File: src/rtl/interrupt_drain_sequencer_pkg.sv
// Shared types and default constants for the interrupt drain sequencer.
// The drain timeout logic is enabled by defining RSD_IRQ_DRAIN_TIMEOUT_EN.
package PipelineTypes;

    localparam int DEFAULT_NUM_IRQ_SRC    = 4;
    localparam int DEFAULT_DRAIN_TIMEOUT  = 64;
    localparam int DEFAULT_HOLDOFF_CYCLES = 2;

    // Width of an index into n items, never narrower than one bit.
    function automatic int idx_width(input int n);
        return (n > 1) ? $clog2(n) : 1;
    endfunction

    localparam int DEFAULT_IRQ_CAUSE_W = idx_width(DEFAULT_NUM_IRQ_SRC);

    typedef enum logic [1:0] {
        IRQ_IDLE    = 2'd0,
        IRQ_DRAIN   = 2'd1,
        IRQ_TAKE    = 2'd2,
        IRQ_HOLDOFF = 2'd3
    } IrqDrainState;

    typedef logic [DEFAULT_IRQ_CAUSE_W-1:0] IrqCausePath;

endpackage

File: src/rtl/interrupt_drain_sequencer_prio.sv
// Combinational fixed-priority encoder: lowest set request index wins.
module irq_priority_encoder
    import PipelineTypes::*;
#(
    parameter int NUM_IRQ_SRC = DEFAULT_NUM_IRQ_SRC,
    parameter int IDX_W       = idx_width(NUM_IRQ_SRC)
) (
    input  logic [NUM_IRQ_SRC-1:0] i_req,
    output logic [IDX_W-1:0]       o_idx,
    output logic                   o_valid
);

    // Scan from the highest index down so the lowest set bit is written last.
    always_comb begin
        o_idx   = '0;
        o_valid = 1'b0;
        for (int i = NUM_IRQ_SRC - 1; i >= 0; i--) begin
            if (i_req[i]) begin
                o_idx   = IDX_W'(i);
                o_valid = 1'b1;
            end else begin
                o_idx   = o_idx;
                o_valid = o_valid;
            end
        end
    end

endmodule

File: src/rtl/interrupt_drain_sequencer.sv
// Drains the pipeline before handing an interrupt to the recovery manager.
// Define RSD_IRQ_DRAIN_TIMEOUT_EN to build the DRAIN watchdog and drainTimeout flag.
module interrupt_drain_sequencer
    import PipelineTypes::*;
#(
    parameter int NUM_IRQ_SRC    = DEFAULT_NUM_IRQ_SRC,
    parameter int DRAIN_TIMEOUT  = DEFAULT_DRAIN_TIMEOUT,
    parameter int HOLDOFF_CYCLES = DEFAULT_HOLDOFF_CYCLES
) (
    input  logic                               clk,
    input  logic                               rst,
    input  logic [NUM_IRQ_SRC-1:0]             irqReq,
    input  logic                               irqEnable,
    input  logic                               wholePipelineEmpty,
    input  logic                               cmStageFlushUpper,
    input  logic                               irqAck,
    output logic                               npStageSendBubbleLowerForInterrupt,
    output logic                               irqTakeValid,
    output logic [idx_width(NUM_IRQ_SRC)-1:0]  irqCause,
    output logic                               drainTimeout,
    output logic                               busy
);

    localparam int CAUSE_W = idx_width(NUM_IRQ_SRC);
    localparam int HOLD_W  = idx_width(HOLDOFF_CYCLES);

    IrqDrainState       r_state;
    logic [CAUSE_W-1:0] r_cause;
    logic [HOLD_W-1:0]  r_hold_cnt;
    logic               r_bubble;
    logic               r_take;
    logic               r_busy;

    logic [CAUSE_W-1:0] w_src_idx;
    logic               w_src_valid;
    logic               w_abort;
    logic               w_take_ok;

    irq_priority_encoder #(
        .NUM_IRQ_SRC (NUM_IRQ_SRC),
        .IDX_W       (CAUSE_W)
    ) u_prio (
        .i_req   (irqReq),
        .o_idx   (w_src_idx),
        .o_valid (w_src_valid)
    );

    assign w_abort   = !irqEnable || !irqReq[r_cause];
    assign w_take_ok = wholePipelineEmpty && !cmStageFlushUpper;

`ifdef RSD_IRQ_DRAIN_TIMEOUT_EN
    localparam int                CNT_W        = $clog2(DRAIN_TIMEOUT) + 1;
    localparam logic [CNT_W-1:0]  TIMEOUT_LAST = CNT_W'(DRAIN_TIMEOUT - 1);
    localparam logic [CNT_W-1:0]  CNT_MAX      = {CNT_W{1'b1}};

    logic [CNT_W-1:0] r_drain_cnt;
    logic             r_timeout;

    assign drainTimeout = r_timeout;
`else
    assign drainTimeout = 1'b0;
`endif

    // State machine; outputs are registered alongside the state they describe.
    always_ff @(posedge clk) begin
        if (!rst) begin
            r_state    <= IRQ_IDLE;
            r_cause    <= '0;
            r_hold_cnt <= '0;
            r_bubble   <= 1'b0;
            r_take     <= 1'b0;
            r_busy     <= 1'b0;
`ifdef RSD_IRQ_DRAIN_TIMEOUT_EN
            r_drain_cnt <= '0;
            r_timeout   <= 1'b0;
`endif
        end else begin
            case (r_state)
                IRQ_IDLE: begin
                    if (irqEnable && w_src_valid) begin
                        r_state  <= IRQ_DRAIN;
                        r_cause  <= w_src_idx;
                        r_bubble <= 1'b1;
                        r_busy   <= 1'b1;
`ifdef RSD_IRQ_DRAIN_TIMEOUT_EN
                        r_drain_cnt <= '0;
`endif
                    end
                end
                IRQ_DRAIN: begin
                    if (w_abort) begin
                        r_state  <= IRQ_IDLE;
                        r_bubble <= 1'b0;
                        r_busy   <= 1'b0;
                    end else if (w_take_ok) begin
                        r_state <= IRQ_TAKE;
                        r_take  <= 1'b1;
                    end
`ifdef RSD_IRQ_DRAIN_TIMEOUT_EN
                    else if (r_drain_cnt == TIMEOUT_LAST) begin
                        r_state   <= IRQ_IDLE;
                        r_bubble  <= 1'b0;
                        r_busy    <= 1'b0;
                        r_timeout <= 1'b1;
                    end else if (r_drain_cnt != CNT_MAX) begin
                        r_drain_cnt <= r_drain_cnt + 1'b1;
                    end
`endif
                end
                IRQ_TAKE: begin
                    // Once here the take is committed; only the ack moves us on.
                    if (irqAck) begin
                        r_take   <= 1'b0;
                        r_bubble <= 1'b0;
                        if (HOLDOFF_CYCLES == 0) begin
                            r_state <= IRQ_IDLE;
                            r_busy  <= 1'b0;
                        end else begin
                            r_state    <= IRQ_HOLDOFF;
                            r_hold_cnt <= HOLD_W'(HOLDOFF_CYCLES - 1);
                        end
                    end
                end
                IRQ_HOLDOFF: begin
                    if (r_hold_cnt == '0) begin
                        r_state <= IRQ_IDLE;
                        r_busy  <= 1'b0;
                    end else begin
                        r_hold_cnt <= r_hold_cnt - 1'b1;
                    end
                end
                default: begin
                    r_state  <= IRQ_IDLE;
                    r_bubble <= 1'b0;
                    r_take   <= 1'b0;
                    r_busy   <= 1'b0;
                end
            endcase
        end
    end

    assign npStageSendBubbleLowerForInterrupt = r_bubble;
    assign irqTakeValid = r_take;
    assign irqCause     = r_cause;
    assign busy         = r_busy;

endmodule

File: config.mk
export PLATFORM = sky130hd
export DESIGN_NAME = interrupt_drain_sequencer
export DESIGN_NICKNAME = d
export VERILOG_FILES = /design/src/rtl/interrupt_drain_sequencer_pkg.sv /design/src/rtl/interrupt_drain_sequencer_prio.sv /design/src/rtl/interrupt_drain_sequencer.sv
export SDC_FILE = /design/constraint.sdc
export NUM_CORES = 1
export LEC_CHECK = 0
export CORE_AREA = 3 3 40 42
export DETAILED_ROUTE_END_ITERATION = 10
export DIE_AREA = 0 0 43 45
export PLACE_DENSITY = 0.79
export SLEW_MARGIN = 25
export SYNTH_ARGS = -nofsm -noshare
export SYNTH_HDL_FRONTEND = slang
export SYNTH_SLANG_ARGS = --single-unit
File: constraint.sdc
create_clock -name clk -period 1.9 [get_ports clk]
set_input_delay 0.38 -clock clk [delete_from_list [all_inputs] [get_ports clk]]
set_output_delay 0.38 -clock clk [all_outputs]
set_load 0.01 [all_outputs]
Word level (Yosys, flattened, before mapping) --
Cells that the tools add are included.
Word-level totals: register bits after elaboration 8, input port bits 10, output and inout port bits 6, logic and storage cells 63
Operators by class: $add $sub $neg 1, $lt $le $gt $ge 1, equality and inequality tests 10, multiplexer cells 28, reductions and logical operators 17
Operator list (number):
- $mux 2 | 9
- $reduce_and 4->1 | 4
- $mux 1 | 13
- $ne 2x2->1 const B | 6
- $pmux 2 s4 | 1
- $pmux 1 s3 | 2
- $reduce_bool 3->1 | 2
- $eq 2x2->1 const B | 2
- $pmux 1 s2 | 2
- $reduce_and 2->1 | 2
- $reduce_bool 2->1 | 2
- $logic_not 1->1 | 3
- $lt 2x3->1 const B | 1
- $ne 3x3->1 const B | 1
- $bmux 1 s2 | 1
- $eq 2x1->1 const B | 1
- $logic_and 1x1->1 | 2
- $logic_not 2->1 | 1
- $logic_or 1x1->1 | 1
- $sub 1x1->1 const B | 1

Depth between registers and ports, before layout --
depth in word-level cells 7, depth in mapped cells 6, gate-level depth less buffers 6

Hierarchy --
From an unflattened synthesis, not the netlist that was laid out.
Unflattened totals: cells, all modules 68, area, all modules 589.3 µm²
By module, submodules not included:
- interrupt_drain_sequencer | times used 1, cells an instance 61, area each 554.3 µm², sequential area each 160.2 µm²
- irq_priority_encoder | times used 1, cells an instance 7, area each 35.0 µm², sequential area each 0.0 µm²

Least setup slack after synthesis --
Ideal clock, no wire load.
kind flip-flop to flip-flop, from reg r_cause[0], in the netlist irqCause[0], to reg r_busy, in the netlist busy, library setup time 0.121 ns, arrival time 1.421 ns, required time 1.779 ns, setup slack 0.358 ns, cell stages (with the launch flop) 5, buffers on the path 0, period minus slack after synthesis 1.542 ns, cells stage by stage dfxtp_1 -> mux4_2 -> and3_2 -> o31ai_2 -> a21oi_1
On the way: longest elaborated chain between the ends 6
Ends and longest elaborated chain:
- from (decl) | line interrupt_drain_sequencer.sv:28 | logic [CAUSE_W-1:0] r_cause;
- from (signal assigned) | line interrupt_drain_sequencer.sv:82 | r_cause <= w_src_idx;
- $bmux 1 s2 | line interrupt_drain_sequencer.sv:48 | assign w_abort = !irqEnable || !irqReq[r_cause];
- $mux 1 (not written as such) | line interrupt_drain_sequencer.sv:48
- $logic_not 1->1 | line interrupt_drain_sequencer.sv:48
- $logic_or 1x1->1 | line interrupt_drain_sequencer.sv:48
- $ne 2x2->1 (no source line)
- $reduce_and 4->1 (no source line)
- to (signal assigned) | line interrupt_drain_sequencer.sv:72 | r_busy <= 1'b0;
- to (signal assigned) | line interrupt_drain_sequencer.sv:84 | r_busy <= 1'b1;
- to (signal assigned) | line interrupt_drain_sequencer.sv:94 | r_busy <= 1'b0;
- to (decl) | line interrupt_drain_sequencer.sv:32 | logic r_busy;
No other way between the ends. The select of a mux whose other input is x is not followed. A chain may end at the register's enable or synchronous reset.

==> flow_metrics.tcl <==
set metrics [dict create \
    synth_top_cell_by_area "dfxtp_1" \
    period_needed_ns 1.787 \
    worst_pin_slew_ns 0.5847 \
    dieArea_um2 1935 \
    reg2regPathDepth 5 \
    vias_per_cell 5.500 \
    rrSetupSlack_ns 0.30 \
    pre_cts_slack_ns -0.1398 \
    cts_buffers 3 \
    num_antenna_cells 0 \
    finalCritPeriodShare_pct 94.05 \
    startpoint_type "input port" \
    worstHoldStart "irqTakeValid$_SDFFE_PN0P_" \
    grt_max_degree 9 \
    max_freq_mhz 559.6 \
    arrival_ns 1.98 \
    clock_sinks 8 \
    power_density_nw_per_um2 713.6 \
    final_nets 101 \
    cts_max_level 1 \
    die_h_um 45 \
    grt_pass1_vias 522 \
    grt_first_pass_wirelength_mm 2.139 \
    rsz0062_at_grt "no" \
    slew_headroom_pct 60.51 \
    area_growth_pct 42.35 \
    synth_area_per_cell_um2 8.441 \
    async_flop_share_pct 0 \
    firstDrtPassIters 4 \
    path_class "input port to register" \
    cp.required_ns 2.10 \
    reg2reg_from "r_state[0]$_SDFFE_PN0P_" \
    yosys_register_bits 8 \
    totalWireLength_mm 1.336 \
    synthesis.area_um2 531.8 \
    synth_seq_area_share_pct 30.12 \
    coreArea_um2 1285 \
    place_congestion 0.8269 \
    synth_most_common_cell "dfxtp_1" \
    finalHoldViolCount 0 \
    max-vdd-ir-drop_mv 0.3578 \
    drcViolationCount 0 \
    yosys-top-cells-area "dfxtp_1 (30%), ha_1 (9.4%), nand2_1 (4.9%)" \
    vias 550 \
    overflow 0 \
    drtIter0Drc 20 \
    io_pins 16 \
    cp-end-kind "register" \
    reg2reg_to "busy$_SDFFE_PN0P_" \
    worstHoldEndpoint "irqTakeValid$_SDFFE_PN0P_" \
    antenna_found_initial 0 \
    grt_usage_pct 14.76 \
    maxCapViolations 0 \
    skew_ns 0.004035 \
    hold_class "register to register" \
    utilization_pct 58.91 \
    num_rows 13 \
    routedWlPerCell_um 13.36 \
    yosys_warnings 0 \
    synth_top_area_share_pct 30.12 \
    status "finished clean" \
    antenna_left 0 \
    clk_path_buf_depth 2 \
    setup_viol 0 \
    dp_hpwl_mm 1.033 \
    portBuffers 14 \
    fp.dieW_um 43 \
    slew_viol_final 0 \
    leakage_nw 0.3103 \
    layout-drive-gt1-share_pct 18.82 \
    root_buffer "clkbuf_4" \
    finalSetupTns_ns 0 \
    synthFlopType "dfxtp_1" \
    start_util_pct 41.38 \
    syn-num-nets 77 \
    synth_top_cells_by_count "dfxtp_1 (8), nand2_1 (7), inv_1 (6), nor2_1 (6), a21oi_1 (5)" \
    syn-instance-count 63 \
    ys_types 28 \
    path_clk_slew_ns 0.05 \
    fin_ws_ns 0.1131 \
    cts_tree "built" \
    crit_fanout 4 \
    synth-edff-count 0 \
    whs_path_depth 2 \
    cts_hold_buf 0 \
    insertion_delay_ns 0.27 \
]
==> cells in the final DEF, fill, tap and decap left out, drive strengths merged, types with 2 or more instances in the layout <==
cell type and n:
clkdlybuf4s50 14, dfxtp 8, nand2 7, inv 6, nor2 6, buf 6
a21oi 5, ha 4, o21ai 3, a31oi 3, clkbuf 3, and3 2
==> report_power, final <==
part,switching [W],internal (W)
logic,0.0000916,0.000103
clock network,0.0000667,0.0000729
registers,0.0000176,0.000189
==> worst max-delay path by stage <==
stage          slack, ns                                               to                      from
2_1_floorplan       0.36                                busy$_SDFFE_PN0P_  irqCause[0]$_SDFFE_PN0P_
3_3_place_gp       -0.08                                busy$_SDFFE_PN0P_                 irqReq[2]
3_5_place_dp       -0.14                                         register                 irqReq[0]
4_1_cts             0.14                                         register                 irqReq[0]
5_1_grt             0.03  npStageSendBubbleLowerForInterrupt$_SDFFE_PN0P_                 irqReq[1]
6_report            0.11                                         register                 irqReq[0]
==> layout make-up <==
type / instances / area [um2]
Fill cell: 114 / 528.0
Multi-Input combinational cell: 48 / 347.8
Timing Repair Buffer: 20 / 185.2
Sequential cell: 8 / 160.2
Clock buffer: 3 / 22.52
Inverter: 6 / 22.52
Tap cell: 15 / 18.77
==> routing by layer <==
layer	vias to the layer above	track usage (%)	part of all wire, %
li1	282	-	-
met1	244	18.40	46
met2	21	23.65	46
met3	3	2.390	5.8
met4	0	9.639	2.2
met5	-	0	0
==> kinds of logic after synthesis <==
family	Yosys count	share of synthesized area, %
adder cells (fa/ha/maj)	4	9.412
AO/OA/AOI/OAI	19	26.12
other	1	0.7052
multiplexers	2	6.117
flip-flops	8	30.12
buffers and inverters	7	5.647
AND/OR/NAND/NOR	22	21.88
==> critical path, cell delays in order <==
cell and delay [ns]:
clkdlybuf4s50_1 0.44, o41ai_1 0.62, a2bb2oi_2 0.17, a41o_1 0.27, a21oi_1 0.11
==> per-stage QoR <==
step,power [W],area (um2),cells,hold slack (ns)
after floorplan,0.0003135,531.8,63,0.4543
after global placement,0.0003949,728.2,97,0.4560
after detailed placement,0.0003973,728.2,97,0.4651
after CTS,0.0005393,750.7,100,0.4730
after global routing,0.0005767,757.0,100,0.4970
final,0.0005402,757.0,100,0.4706
==> what timing repair did <==
item / 4_1_cts / 5_1_grt
endpoints found under the setup margin: 0 / 1
buffers inserted: 0 / 0
gates resized for setup: 0 / 1
Note: power is estimated with default switching activity, not from simulation.
